==> src/rtl/tank_fill_ctrl.sv <==
// -----------------------------------------------------------------------------
// tank_fill_ctrl
//
// Closed-loop level controller that sits in front of the tank level counter.
// It takes a target level and issues single-cycle fill or consume pulses to the
// counter until the reported height matches the target, then reports done.
// It faults on a tank overflow/underflow error or when the per-operation pulse
// budget runs out.
//
// Each step is EVAL (1 cycle) -> PULSE (1 cycle) -> WAIT (GAP cycles). The WAIT
// phase gives the counter time to update height before it is compared again.
//
// Optional feature macro: TANK_AUTO_REFILL_EN
//   defined   : in DONE, if height + HYST < target (no wrap), a new fill
//               operation starts automatically.
//   undefined : DONE holds regardless of height drift.
//
// Parameters:
//   WIDTH      width of target, height and pulse_cnt
//   GAP        idle cycles after each pulse before height is re-compared (>= 1)
//   MAX_PULSES pulse budget per operation before timeout fault
//   HYST       refill hysteresis band (auto-refill builds only)
//
// Ports:
//   clk        system clock, rising edge
//   rst        asynchronous, active-high reset
//   start      request new operation; accepted only in IDLE or DONE
//   target     desired level, latched on an accepted start
//   height     current level from the tank counter
//   tank_error overflow/underflow flag from the tank counter
//   abort      cancel the current operation (ignored in FAULT)
//   fill       one-cycle fill pulse to the tank
//   consume    one-cycle consume pulse to the tank
//   busy       high in EVAL/PULSE/WAIT
//   done       high while in DONE
//   fault      high while in FAULT
//   fault_code 01 tank error, 10 timeout, 00 none
//   pulse_cnt  pulses issued in the current operation (saturating)
// -----------------------------------------------------------------------------
module tank_fill_ctrl #(
    parameter int WIDTH      = 8,
    parameter int GAP        = 2,
    parameter int MAX_PULSES = 255,
    parameter int HYST       = 4
) (
    input  logic             clk,
    input  logic             rst,
    input  logic             start,
    input  logic [WIDTH-1:0] target,
    input  logic [WIDTH-1:0] height,
    input  logic             tank_error,
    input  logic             abort,
    output logic             fill,
    output logic             consume,
    output logic             busy,
    output logic             done,
    output logic             fault,
    output logic [1:0]       fault_code,
    output logic [WIDTH-1:0] pulse_cnt
);

    typedef enum logic [2:0] {
        S_IDLE,
        S_EVAL,
        S_PULSE,
        S_WAIT,
        S_DONE,
        S_FAULT
    } state_e;

    localparam logic [1:0] FC_NONE    = 2'b00;
    localparam logic [1:0] FC_TANK    = 2'b01;
    localparam logic [1:0] FC_TIMEOUT = 2'b10;

    localparam int               GAP_W   = (GAP < 2) ? 1 : $clog2(GAP + 1);
    localparam logic [GAP_W-1:0] GAP_LD  = GAP_W'(GAP);
    localparam logic [WIDTH-1:0] MAX_CNT = WIDTH'(MAX_PULSES);

`ifdef TANK_AUTO_REFILL_EN
    localparam bit AUTO_REFILL = 1'b1;
`else
    localparam bit AUTO_REFILL = 1'b0;
`endif

    state_e             state_q, state_d;
    logic               dir_fill_q, dir_fill_d;   // 1: fill, 0: consume
    logic [WIDTH-1:0]   target_q, target_d;
    logic [WIDTH-1:0]   cnt_q, cnt_d;
    logic [GAP_W-1:0]   gap_q, gap_d;
    logic [1:0]         fc_q, fc_d;

    // Refill threshold, one bit wider so height + HYST cannot wrap.
    logic [WIDTH:0]     refill_sum;
    logic               refill_req;

    assign refill_sum = {1'b0, height} + (WIDTH + 1)'(HYST);
    assign refill_req = AUTO_REFILL && (refill_sum < {1'b0, target_q});

    // NOTE: every variable gets its hold value before the case statement, so
    // no path through the block leaves one unassigned and no latch is inferred.
    always_comb begin
        state_d    = state_q;
        dir_fill_d = dir_fill_q;
        target_d   = target_q;
        cnt_d      = cnt_q;
        gap_d      = gap_q;
        fc_d       = fc_q;

        if (abort && (state_q != S_FAULT)) begin
            state_d = S_IDLE;
            gap_d   = '0;
        end else if (tank_error && (state_q inside {S_EVAL, S_PULSE, S_WAIT, S_DONE})) begin
            state_d = S_FAULT;
            fc_d    = FC_TANK;
        end else begin
            case (state_q)
                S_IDLE: begin
                    if (start) begin
                        target_d = target;
                        cnt_d    = '0;
                        fc_d     = FC_NONE;
                        state_d  = S_EVAL;
                    end
                end

                S_EVAL: begin
                    if (height == target_q) begin
                        state_d = S_DONE;
                    end else if (cnt_q == MAX_CNT) begin
                        state_d = S_FAULT;
                        fc_d    = FC_TIMEOUT;
                    end else begin
                        // Direction is chosen afresh each step, so an external
                        // disturbance simply reverses it.
                        dir_fill_d = (height < target_q);
                        state_d    = S_PULSE;
                    end
                end

                S_PULSE: begin
                    if (cnt_q != '1) begin
                        cnt_d = cnt_q + 1'b1;
                    end
                    gap_d   = GAP_LD;
                    state_d = S_WAIT;
                end

                S_WAIT: begin
                    // The counter is loaded with GAP, so WAIT lasts GAP cycles.
                    if (gap_q <= GAP_W'(1)) begin
                        gap_d   = '0;
                        state_d = S_EVAL;
                    end else begin
                        gap_d = gap_q - 1'b1;
                    end
                end

                S_DONE: begin
                    if (start) begin
                        target_d = target;
                        cnt_d    = '0;
                        fc_d     = FC_NONE;
                        state_d  = S_EVAL;
                    end else if (refill_req) begin
                        cnt_d   = '0;
                        state_d = S_EVAL;
                    end
                end

                S_FAULT: begin
                    // Held until reset.
                end

                default: begin
                    state_d = S_IDLE;
                end
            endcase
        end
    end

    // NOTE: state registers use non-blocking assignments so every flop samples
    // the values from before this edge, independent of statement order.
    always_ff @(posedge clk or posedge rst) begin
        if (rst) begin
            state_q    <= S_IDLE;
            dir_fill_q <= 1'b0;
            target_q   <= '0;
            cnt_q      <= '0;
            gap_q      <= '0;
            fc_q       <= FC_NONE;
        end else begin
            state_q    <= state_d;
            dir_fill_q <= dir_fill_d;
            target_q   <= target_d;
            cnt_q      <= cnt_d;
            gap_q      <= gap_d;
            fc_q       <= fc_d;
        end
    end

    // Outputs decode registered state only; no input reaches an output
    // combinationally.
    assign fill       = (state_q == S_PULSE) &&  dir_fill_q;
    assign consume    = (state_q == S_PULSE) && !dir_fill_q;
    assign busy       = (state_q inside {S_EVAL, S_PULSE, S_WAIT});
    assign done       = (state_q == S_DONE);
    assign fault      = (state_q == S_FAULT);
    assign fault_code = fc_q;
    assign pulse_cnt  = cnt_q;

endmodule

==> config.mk <==
export PLATFORM = sky130hd
export DESIGN_NAME = tank_fill_ctrl
export DESIGN_NICKNAME = d
export VERILOG_FILES = /design/src/rtl/tank_fill_ctrl.sv
export SDC_FILE = /design/constraint.sdc
export NUM_CORES = 1
export LEC_CHECK = 0
export ABC_AREA = 1
export ABC_CLOCK_PERIOD_IN_PS = 2100
export CAP_MARGIN = 40
export CELL_PAD_IN_SITES_DETAIL_PLACEMENT = 1
export CELL_PAD_IN_SITES_GLOBAL_PLACEMENT = 1
export CORE_MARGIN = 2
export CORE_UTILIZATION = 35
export DETAILED_ROUTE_END_ITERATION = 12
export GPL_ROUTABILITY_DRIVEN = 0
export PLACE_DENSITY_LB_ADDON = 0.3
export SLEW_MARGIN = 20
export SYNTH_ARGS = -nofsm -noshare
export SYNTH_HDL_FRONTEND = slang
export SYNTH_SLANG_ARGS = --single-unit
==> constraint.sdc <==
create_clock -name clk -period 2.1 [get_ports clk]
set_clock_uncertainty 0.1 [all_clocks]
set_input_delay 0.21 -clock clk [delete_from_list [all_inputs] [get_ports clk]]
set_output_delay 0.21 -clock clk [all_outputs]
set_load 0.02 [all_outputs]
==> results.py <==
metrics = {
    "detailed_routing": {
        "dr.pass1.iters": 4,
        "vias": 1486,
        "drt-total-wl_um": 3860,
        "wl_per_cell_um": 12.2,
        "first_iter_violations": 49,
        "ant_nets": 0,
        "drc": 0,
        "vias_per_cell": 4.69,
    },
    "finish": {
        "multi_input_area_um2": 810,
        "num-nets-final": 296,
        "synthToLayoutAreaGrowth_pct": 29.6,
        "regArea_um2": 602,
        "nFillCells": 567,
        "diodes": 0,
        "drive_above_1_share_pct": 9.43,
    },
    "synth": {
        "syn_nets": 256,
        "async_flop_share_pct": 100,
        "synth-main-ff-cell": "dfrtp_1",
        "synth-edff-count": 0,
        "synth_area_leader_cell": "dfrtp_1",
        "synth-seq-cells": 24,
        "synth_area_leaders": "dfrtp_1, nand2_1, inv_1",
        "synth_commonest_cells": "nand2_1, inv_1, dfrtp_1",
        "synthesis.area_um2": 1610,
        "synth_top_cell_area_share_pct": 37.3,
        "syn_area_per_cell_um2": 7.13,
        "ys_seq_area_share_pct": 37.3,
        "yosysMostFrequentCell": "nand2_1",
        "synth_cells": 226,
        "yosysWarnings": 0,
        "synth_cell_types": 24,
    },
    "floorplanning": {
        "fp.dieW_um": 71.8,
        "dieArea_um2": 5160,
        "die_h_um": 71.8,
        "start_util_pct": 36.7,
        "row_count": 24,
        "core_um2": 4380,
        "pin_count": 36,
    },
    "worst_setup_path": {
        "worst-setup-path-type": "register to primary output",
        "crit_path_end_kind": "primary output",
        "crit_chain": "inv_2 > nor2_2 > inv_1 > nor2_2 > inv_1 > nor2_1 > dlygate4sd2_1",
        "crit_arrival_ns": 1.67,
        "critPathSlowestCell": "dfrtp_1",
        "reg2reg_slack_ns": 0.24,
        "required_ns": 1.79,
        "r2r_end": "pulse_cnt[5]",
        "cp_max_fo": 5,
        "slowest_delay_ns": 0.43,
        "cp-start-kind": "register",
        "r2r_start": "pulse_cnt[0]",
        "r2r_cells": 11,
    },
    "global_route": {
        "gr-total-overflow": 0,
        "grt_usage_pct": 16.9,
        "antenna_found_initial": 0,
        "grt_pass1_vias": 1566,
        "grt_pass1_wl_um": 6930,
        "grt_max_degree": 25,
    },
    "timing": {
        "drv_slew": 0,
        "setup_viol": 0,
        "post-route-period-util_pct": 94.1,
        "hold_ws_ns": 0.176,
        "max-slew-margin-rel_pct": 78.2,
        "hold_viol": 0,
        "clock.fmax_mhz": 506,
        "tns_ns": 0,
        "rsz0062_at_grt": "false",
        "fin_crit_ns": 1.98,
        "tightest_slew_ns": 0.324,
    },
    "clock_tree": {
        "cts_buffers": 3,
        "cts.sinks": 24,
        "cts_tree": "built",
        "htreeDepth": 1,
        "cts_buffer_depth": 2,
        "clk_transition_reported_paths_ns": 0.09,
        "cts_root_buffer": "clkbuf_8",
        "holdBufCountCts": 0,
        "clock_latency_ns": 0.27,
    },
    "power": {
        "power.density_nw_per_um2": 1220,
        "ir_drop_uv": 452,
        "p_leak_nw": 1.10,
    },
    "outcome": {
        "status": "complete, no violations",
    },
    "worst_hold_path": {
        "hp-class": "primary input to asynchronous set/reset pin",
    },
    "flow_run": {
        "maxCapViolations": 0,
    },
    "placed_design": {
        "dp_hpwl_um": 3060,
        "port_buffers": 35,
    },
}
## sequential cells by signal, summed over array words and instances, names as in the netlist
signal / cells
state_q: 3
target_q: 8
dir_fill_q: 1
pulse_cnt: 8
fault_code: 2
gap_q: 2
## kinds of logic (layout without fill, tap and decap cells)
logic type | count (synthesis) | in the layout | synth area share (%)
DFF | 24 | 24 | 37.3
AOI/OAI and AO/OA | 32 | 32 | 10.6
buffers and inverters | 47 | 86 | 12.6
xor gates and xnor gates | 2 | 2 | 1.09
adders and majority gates | 9 | 9 | 6.99
and+or+nand+nor | 112 | 112 | 31.4
## placed cells by master (no fill, tap or decap)
cell	count
nand2_1	65
inv_1	41
clkdlybuf4s50_1	33
dfrtp_1	23
nor2_1	20
nand3_1	11
a21oi_1	10
o21ai_1	9
o21ai_0	9
ha_1	9
nor2_2	4
buf_4	4
nand2_2	3
nand2_4	3
clkbuf_8	3
inv_2	2
xor2_1	2
o21ai_2	2
nand4_1	2
dlygate4sd2_1	2
nand3_2	1
nand4_4	1
nor3_1	1
nand3b_1	1
o21bai_1	1
a31oi_1	1
bufinv_16	1
dfrtp_2	1
## area by class of cell
class / count / share of cell area (%)
repair buffers: 39 / 18.1
clock buffers: 3 / 1.98
flip-flops and latches: 24 / 28.8
inverters: 43 / 7.73
multi-input cells: 155 / 38.8
well taps: 52 / 3.12
clock inverters: 1 / 1.44
## stage by stage
step | cells | util (%) | power [mW] | worst slack, ns | area [µm²]
final | 317 | 47.6 | 2.55 | 0.124 | 2090
after global routing | 317 | 47.6 | 2.82 | 0.00456 | 2090
after CTS | 317 | 47.5 | 2.58 | 0.0509 | 2080
after detailed placement | 313 | 45.9 | 2.16 | 0.0846 | 2010
after global placement | 313 | 45.9 | 2.12 | 0.208 | 2010
after floorplan | 226 | - | 1.73 | 0.424 | 1610
## how the worst max path moves through the flow
stage,startpoint,to,depth (start not counted)
finish,state_q[1],consume,7
global route,state_q[1],consume,7
CTS,state_q[0],fault,3
detailed placement,state_q[1],consume,7
global placement,state_q[1],consume,7
floorplan,pulse_cnt[0],pulse_cnt[5],11
## routing by layer
metal	track usage, %	share of wire (%)	vias up
met3	2.53	2.3	6
met4	5.66	1.5	0
met5	0	0	-
li1	-	-	778
met2	29.5	50	20
met1	21.3	46	682
## what timing repair did
| item | CTS | global route |
|---|---|---|
| resized for setup | 2 | 2 |
| endpoints found under the setup margin | 2 | 5 |
| cloned | 0 | 0 |
| setup buffers | 0 | 0 |
## worst max-delay path: cells and delay by family (launching register included)
| kind | cells | cell delay (ns) |
|---|---|---|
| and+or+nand+nor | 3 | 0.36 |
| DFF | 1 | 0.43 |
| buffers and inverters | 4 | 0.60 |
## power breakdown
group / internal (mW) / switching [mW] / total (mW)
logic: 0.539 / 0.800 / 1.34
clock network: 0.255 / 0.163 / 0.419
registers: 0.636 / 0.159 / 0.795
total: 1.43 / 1.12 / 2.55
No activity file was read; power rests on OpenSTA's default activity.
